===== src/rtl/rom_stream_reader_pkg.sv =====
// Shared definitions for the ROM stream reader: FSM encoding and the
// dimensions of the read-latency FIFO.
package rom_stream_reader_pkg;

  typedef enum logic [1:0] {
    IDLE  = 2'd0,
    FETCH = 2'd1,
    DRAIN = 2'd2
  } state_t;

  localparam int unsigned FIFO_DEPTH = 3;

  // Circular pointer advance over a non-power-of-2 depth.
  function automatic logic [1:0] fifo_ptr_next(input logic [1:0] ptr);
    return (ptr == 2'(FIFO_DEPTH - 1)) ? 2'd0 : ptr + 2'd1;
  endfunction

endpackage


===== src/rtl/rom_stream_reader_fifo.sv =====
// Three-entry first-word-fall-through FIFO absorbing ROM read latency and
// downstream backpressure. Synchronous active-low reset.
module rom_rd_fifo
  import rom_stream_reader_pkg::*;
#(
  parameter int unsigned WORD_WIDTH = 24
) (
  input  logic                  clk,
  input  logic                  rst_n,
  input  logic                  push,
  input  logic [WORD_WIDTH-1:0] push_data,
  input  logic                  pop,
  output logic [WORD_WIDTH-1:0] head,
  output logic [1:0]            count
);

  logic [WORD_WIDTH-1:0] mem [FIFO_DEPTH];
  logic [1:0]            rd_ptr;
  logic [1:0]            wr_ptr;
  logic                  pop_ok;
  logic                  push_ok;

  // A full FIFO may still accept a push when the head leaves in the same cycle.
  assign pop_ok  = pop && (count != 2'd0);
  assign push_ok = push && ((count != 2'(FIFO_DEPTH)) || pop_ok);
  assign head    = mem[rd_ptr];

  always_ff @(posedge clk) begin
    if (push_ok) begin
      mem[wr_ptr] <= push_data;
    end
  end

  always_ff @(posedge clk) begin
    if (!rst_n) begin
      rd_ptr <= '0;
      wr_ptr <= '0;
      count  <= '0;
    end else begin
      if (push_ok) wr_ptr <= fifo_ptr_next(wr_ptr);
      if (pop_ok)  rd_ptr <= fifo_ptr_next(rd_ptr);
      unique case ({push_ok, pop_ok})
        2'b10:   count <= count + 2'd1;
        2'b01:   count <= count - 2'd1;
        default: count <= count;
      endcase
    end
  end

endmodule


===== src/rtl/rom_stream_reader.sv =====
// Streams LENGTH consecutive ROM words from a base address onto a
// valid/ready interface, with wrap at LINES and a last-word flag.
module rom_stream_reader
  import rom_stream_reader_pkg::*;
#(
  parameter int unsigned ADDRESS_WIDTH = 6,
  parameter int unsigned WORD_WIDTH    = 24,
  parameter int unsigned LINES         = 64
) (
  input  logic                     clk,
  input  logic                     rst_n,
  input  logic                     start,
  input  logic [ADDRESS_WIDTH-1:0] base_addr,
  input  logic [ADDRESS_WIDTH:0]   length,
  output logic                     busy,
  output logic                     done,
  output logic [ADDRESS_WIDTH-1:0] rom_address,
  output logic                     rom_read_en,
  input  logic [WORD_WIDTH-1:0]    rom_data,
  output logic [WORD_WIDTH-1:0]    out_data,
  output logic                     out_valid,
  input  logic                     out_ready,
  output logic                     out_last
);

  localparam logic [ADDRESS_WIDTH-1:0] LAST_ADDR = ADDRESS_WIDTH'(LINES - 1);
  localparam logic [ADDRESS_WIDTH-1:0] ADDR_ONE  = ADDRESS_WIDTH'(1);
  localparam logic [ADDRESS_WIDTH:0]   CNT_ONE   = (ADDRESS_WIDTH + 1)'(1);

  state_t                   state;
  state_t                   state_next;
  logic [ADDRESS_WIDTH:0]   issue_cnt;
  logic [ADDRESS_WIDTH:0]   recv_cnt;
  logic                     rd_prev;
  logic [1:0]               fifo_count;
  logic                     credit_ok;
  logic                     pop;
  logic                     accept;
  logic                     empty_start;
  logic                     last_issue;
  logic                     last_pop;

  rom_rd_fifo #(
    .WORD_WIDTH (WORD_WIDTH)
  ) u_fifo (
    .clk       (clk),
    .rst_n     (rst_n),
    .push      (rd_prev),
    .push_data (rom_data),
    .pop       (pop),
    .head      (out_data),
    .count     (fifo_count)
  );

  // Words already held plus the one arriving this cycle must leave room for
  // the read being issued; registered terms only, so no path from out_ready.
  assign credit_ok   = ({1'b0, fifo_count} + {2'b00, rd_prev}) <= 3'd2;
  assign out_valid   = (fifo_count != 2'd0);
  assign pop         = out_valid && out_ready;
  assign accept      = (state == IDLE) && start && (length != '0);
  assign empty_start = (state == IDLE) && start && (length == '0);
  assign last_issue  = rom_read_en && (issue_cnt == CNT_ONE);
  assign last_pop    = pop && (recv_cnt == CNT_ONE);

  always_ff @(posedge clk) begin
    if (!rst_n) state <= IDLE;
    else        state <= state_next;
  end

  always_comb begin
    state_next = state;
    unique case (state)
      IDLE:    if (accept)     state_next = FETCH;
      FETCH:   if (last_issue) state_next = DRAIN;
      DRAIN:   if (last_pop)   state_next = IDLE;
      default:                 state_next = IDLE;
    endcase
  end

  always_comb begin
    busy        = (state != IDLE);
    rom_read_en = (state == FETCH) && (issue_cnt != '0) && credit_ok;
    out_last    = out_valid && (recv_cnt == CNT_ONE);
  end

  always_ff @(posedge clk) begin
    if (!rst_n) begin
      rom_address <= '0;
      issue_cnt   <= '0;
      recv_cnt    <= '0;
      rd_prev     <= 1'b0;
      done        <= 1'b0;
    end else begin
      rd_prev <= rom_read_en;
      done    <= empty_start || ((state == DRAIN) && last_pop);
      if (accept) begin
        rom_address <= base_addr;
        issue_cnt   <= length;
        recv_cnt    <= length;
      end else begin
        if (rom_read_en) begin
          issue_cnt   <= issue_cnt - CNT_ONE;
          rom_address <= (rom_address == LAST_ADDR) ? '0 : rom_address + ADDR_ONE;
        end
        if (pop) begin
          recv_cnt <= recv_cnt - CNT_ONE;
        end
      end
    end
  end

endmodule

===== config.mk =====
export PLATFORM = sky130hd
export DESIGN_NAME = rom_stream_reader
export DESIGN_NICKNAME = d
export VERILOG_FILES = /design/src/rtl/rom_stream_reader_pkg.sv /design/src/rtl/rom_stream_reader_fifo.sv /design/src/rtl/rom_stream_reader.sv
export SDC_FILE = /design/constraint.sdc
export NUM_CORES = 1
export LEC_CHECK = 0
export ABC_CLOCK_PERIOD_IN_PS = 7600
export CELL_PAD_IN_SITES_DETAIL_PLACEMENT = 2
export CELL_PAD_IN_SITES_GLOBAL_PLACEMENT = 2
export CORE_ASPECT_RATIO = 1.75
export CORE_MARGIN = 4
export CORE_UTILIZATION = 38
export DETAILED_ROUTE_END_ITERATION = 6
export GPL_TIMING_DRIVEN = 0
export PLACE_DENSITY_LB_ADDON = 0.15
export SLEW_MARGIN = 20
export SYNTH_ARGS = -nofsm -noshare
export SYNTH_HDL_FRONTEND = slang
export SYNTH_HIERARCHICAL = 1
export SYNTH_SLANG_ARGS = --single-unit
export TNS_END_PERCENT = 50

===== constraint.sdc =====
create_clock -name clk -period 7.6 [get_ports clk]
set_input_delay 0.76 -clock clk [delete_from_list [all_inputs] [get_ports clk]]
set_output_delay 0.76 -clock clk [all_outputs]
set_load 0.01 [all_outputs]

==> metrics.md <==
| Metric | Value |
|---|---|
| Status | `finished clean` |
| Maximum vdd ir drop | `0.1131 mV` |
| Most common cell after layout, fill and taps aside | `clkdlybuf4s50_1` |
| Hpwl dp | `9321 um` |
| Share of the synthesized area in the top cell type | `49.70%` |
| Vias in the first global route | `3535` |
| Post-CTS Resized | `0` |
| Hold_buf cts | `0` |
| #FFs+latches synth | `104` |
| Vias/cell | `5.427` |
| H-tree levels | `3` |
| CP peak stage delay | `0.57 ns` |
| Io pins | `76` |
| CP required | `6.84 ns` |
| Final hold slack | `0.5094 ns` |
| Crit path kind | `register to primary output` |
| Crit. End Element | `primary output` |
| Starting DRT DRC Count | `186` |
| Final hold vios | `0` |
| Power Density | `223.0 nW/um2` |
| CP delay by family, top | `buffers and inverters` |
| Pin count of the biggest net entering global routing | `17` |
| Sequential-to-total area share from yosys stat | `64.42%` |
| Core area | `11170 um2` |
| WP data arrival | `2.91 ns` |
| Row cnt | `51` |
| First-pass GRT wire length | `19340 um` |
| Critical path fanouts, max | `10` |
| Min Tclk post-route | `3.672 ns` |
| All-Layer GR Usage | `19.49%` |
| Grt ovf | `0` |
| CP startpoint | `u_fifo/count[0]` |
| Asr flop ratio synth | `0%` |
| HP Start | `issue_cnt[6]` |
| Setup tns final | `0 ns` |
| Die Area | `13290 um2` |
| Synth area leaders | `edfxtp_1 50%, dfxtp_1 15%, mux2i_1 6.2%, o21ai_0 3.8%, nand2_1 3.4%` |
| CTS Buf Count | `9` |
| Post-Syn Area | `4350 um2` |
| CTS root buffer | `clkbuf_16` |
| CP Launch Type | `register` |
| Routed WL per cell | `20.98 um` |
| Critical path depth | `8` |
| Number of synthesized flops with an enable pin | `72` |
| Die X | `88.88 um` |
| Worst-path clk slew | `0.07 ns` |
| Cells after Synth | `349` |
| Mapped Nets | `399` |
| Die height | `149.5 um` |
| Clock buffer depth | `2` |
| Placer congestion estimate | `0.8088` |
| RSZ-0062 raised after global routing | `no` |
| 1st-pass router iterations | `4` |
| Syn avg cell area | `12.47 um2` |
| Synth warnings | `6` |
| Port Buffer Count | `75` |
| Final setup violation count | `0` |
| Crit path buffers/inverters | `4` |
| FF-to-FF path depth | `6` |
| Crit share post-route | `48.31%` |
| Cell variety after synth | `52` |
| Max-slew violations | `0` |
| CTS sink cnt | `104` |
| Critical path, cell by cell | `ha_1, inv_1, ha_1, nor3b_1, o221ai_2, inv_2, buf_4, clkdlybuf4s50_1` |
| Share of layout cells above drive strength 1 | `9.131%` |
| Most frequent cells in the layout | `75 x clkdlybuf4s50_1, 72 x edfxtp_1, 39 x nand2_1` |
| Final core utilization | `50.49%` |
| Slew at the pin closest to its max-slew limit | `0.6130 ns` |
| CTS tree | `built` |
| Dpl ws | `4.298 ns` |
| Hold WC Path Type | `register to register` |
| Max Clk Rate | `272.4 MHz` |
| Clock latency on the worst-skew pair | `0.34 ns` |
| Setup repair bufs after CTS | `0` |
| Critical path's slowest cell | `clkdlybuf4s50_1` |
| Worst r2r src | `u_fifo/count[1]` |
| Leak | `1.872 nW` |
| Layout Nets | `494` |
| Top_reg_cell synth | `edfxtp_1` |
| Area Overhead vs Synth | `29.59%` |
| Clock skew | `0.007056 ns` |
| Post-DRT Antenna Nets | `0` |
| Vias | `3153` |
| Initial antenna violation count | `0` |
| Rel. slew slack | `58.70%` |
| Dominant cell type by area after synthesis | `edfxtp_1` |
| Hold Path Depth | `2` |
| # placed instances | `565` |
| Routed WL | `12190 um` |
| Final worst slack | `3.928 ns` |
| Max-Cap Viols | `0` |
| Initial core utilization | `38.96%` |
| Non-filler instance count after layout | `581` |
| Antenna fix cells | `0` |
| DRC | `0` |
| Crit-path most repeated cell | `ha_1` |
## final timing paths
| check | to | slack [ns] |
|---|---|---|
| worst max-delay path | rom_read_en | 3.93 |
| worst min-delay path | issue_cnt[6] | 0.51 |
| worst max register to register | u_fifo/count[1] | 5.15 |
| worst min register to register | issue_cnt[6] | 0.51 |
## cell usage after synthesis (all sizes together), types with 3 or more instances
cell type  instances
o211ai             4
edfxtp            72
or3                5
inv               14
nand3              7
nor2               8
xnor2              7
mux2i             27
a211oi             5
and2               3
a31oi              3
dfxtp             32
a21oi             14
nor3b              5
ha                 9
buf                9
or2                3
nand2             39
o21ai             35
clkbuf             6
nor3               5
nor4               4
a311oi             3
## through the flow
stage	area (um2)	power (W)
2_1_floorplan	4350	0.0007306
4_1_cts	5638	0.001270
6_report	5638	0.001257
3_3_place_gp	5266	0.0008039
5_1_grt	5638	0.001315
3_5_place_dp	5349	0.0008141
## power breakdown
| group | internal, W | switching [W] |
|---|---|---|
| clock | 0.000256 | 0.000201 |
| sequential | 0.000628 | 0.0000207 |
| combinational | 0.0000749 | 0.0000767 |
| total | 0.000958 | 0.000299 |
## layer usage
metal / GRT usage, % / vias up / share of wire, %
met5: 0 / - / 0
met4: 5.219 / 0 / 1.4
met3: 2.259 / 15 / 2.6
met2: 38.76 / 62 / 60
met1: 20.57 / 1583 / 36
li1: - / 1493 / -
## flip-flops by register name, summed over array words and instances (netlist names), named ones only
register       count
rd_prev            1
u_fifo/rd_ptr      2
u_fifo/count       2
rom_address        6
u_fifo/wr_ptr      2
recv_cnt           7
done               1
state              2
u_fifo/mem        72
issue_cnt          7
## cell families (layout without fill, tap and decap cells)
logic type / after synthesis / in the layout / synth area share, %
flops: 104 / 104 / 64.42
fa+ha+maj: 9 / 9 / 2.588
simple gates: 91 / 91 / 10.50
mux: 27 / 27 / 6.212
buf+inv: 29 / 129 / 2.991
compound gates: 81 / 81 / 11.68
xor+xnor: 8 / 8 / 1.611
## area by class of cell
class	instances	area [um2]
buffer	15	77.57
sequential	104	2803
clock inverter	5	56.30
multi-input combinational	216	1433
fill	1096	5529
tap	132	165.2
timing repair buffer	84	818.3
clock buffer	11	232.7
inverter	14	52.55
## worst register-to-register path: cells and delay by family (launching register included)
family / cells / cell delay (ns)
flops: 1 / 0.42
buf+inv: 1 / 0.24
compound gates: 3 / 1.00
simple gates: 1 / 0.37
fa+ha+maj: 1 / 0.35
No activity file was read; power rests on OpenSTA's default activity.
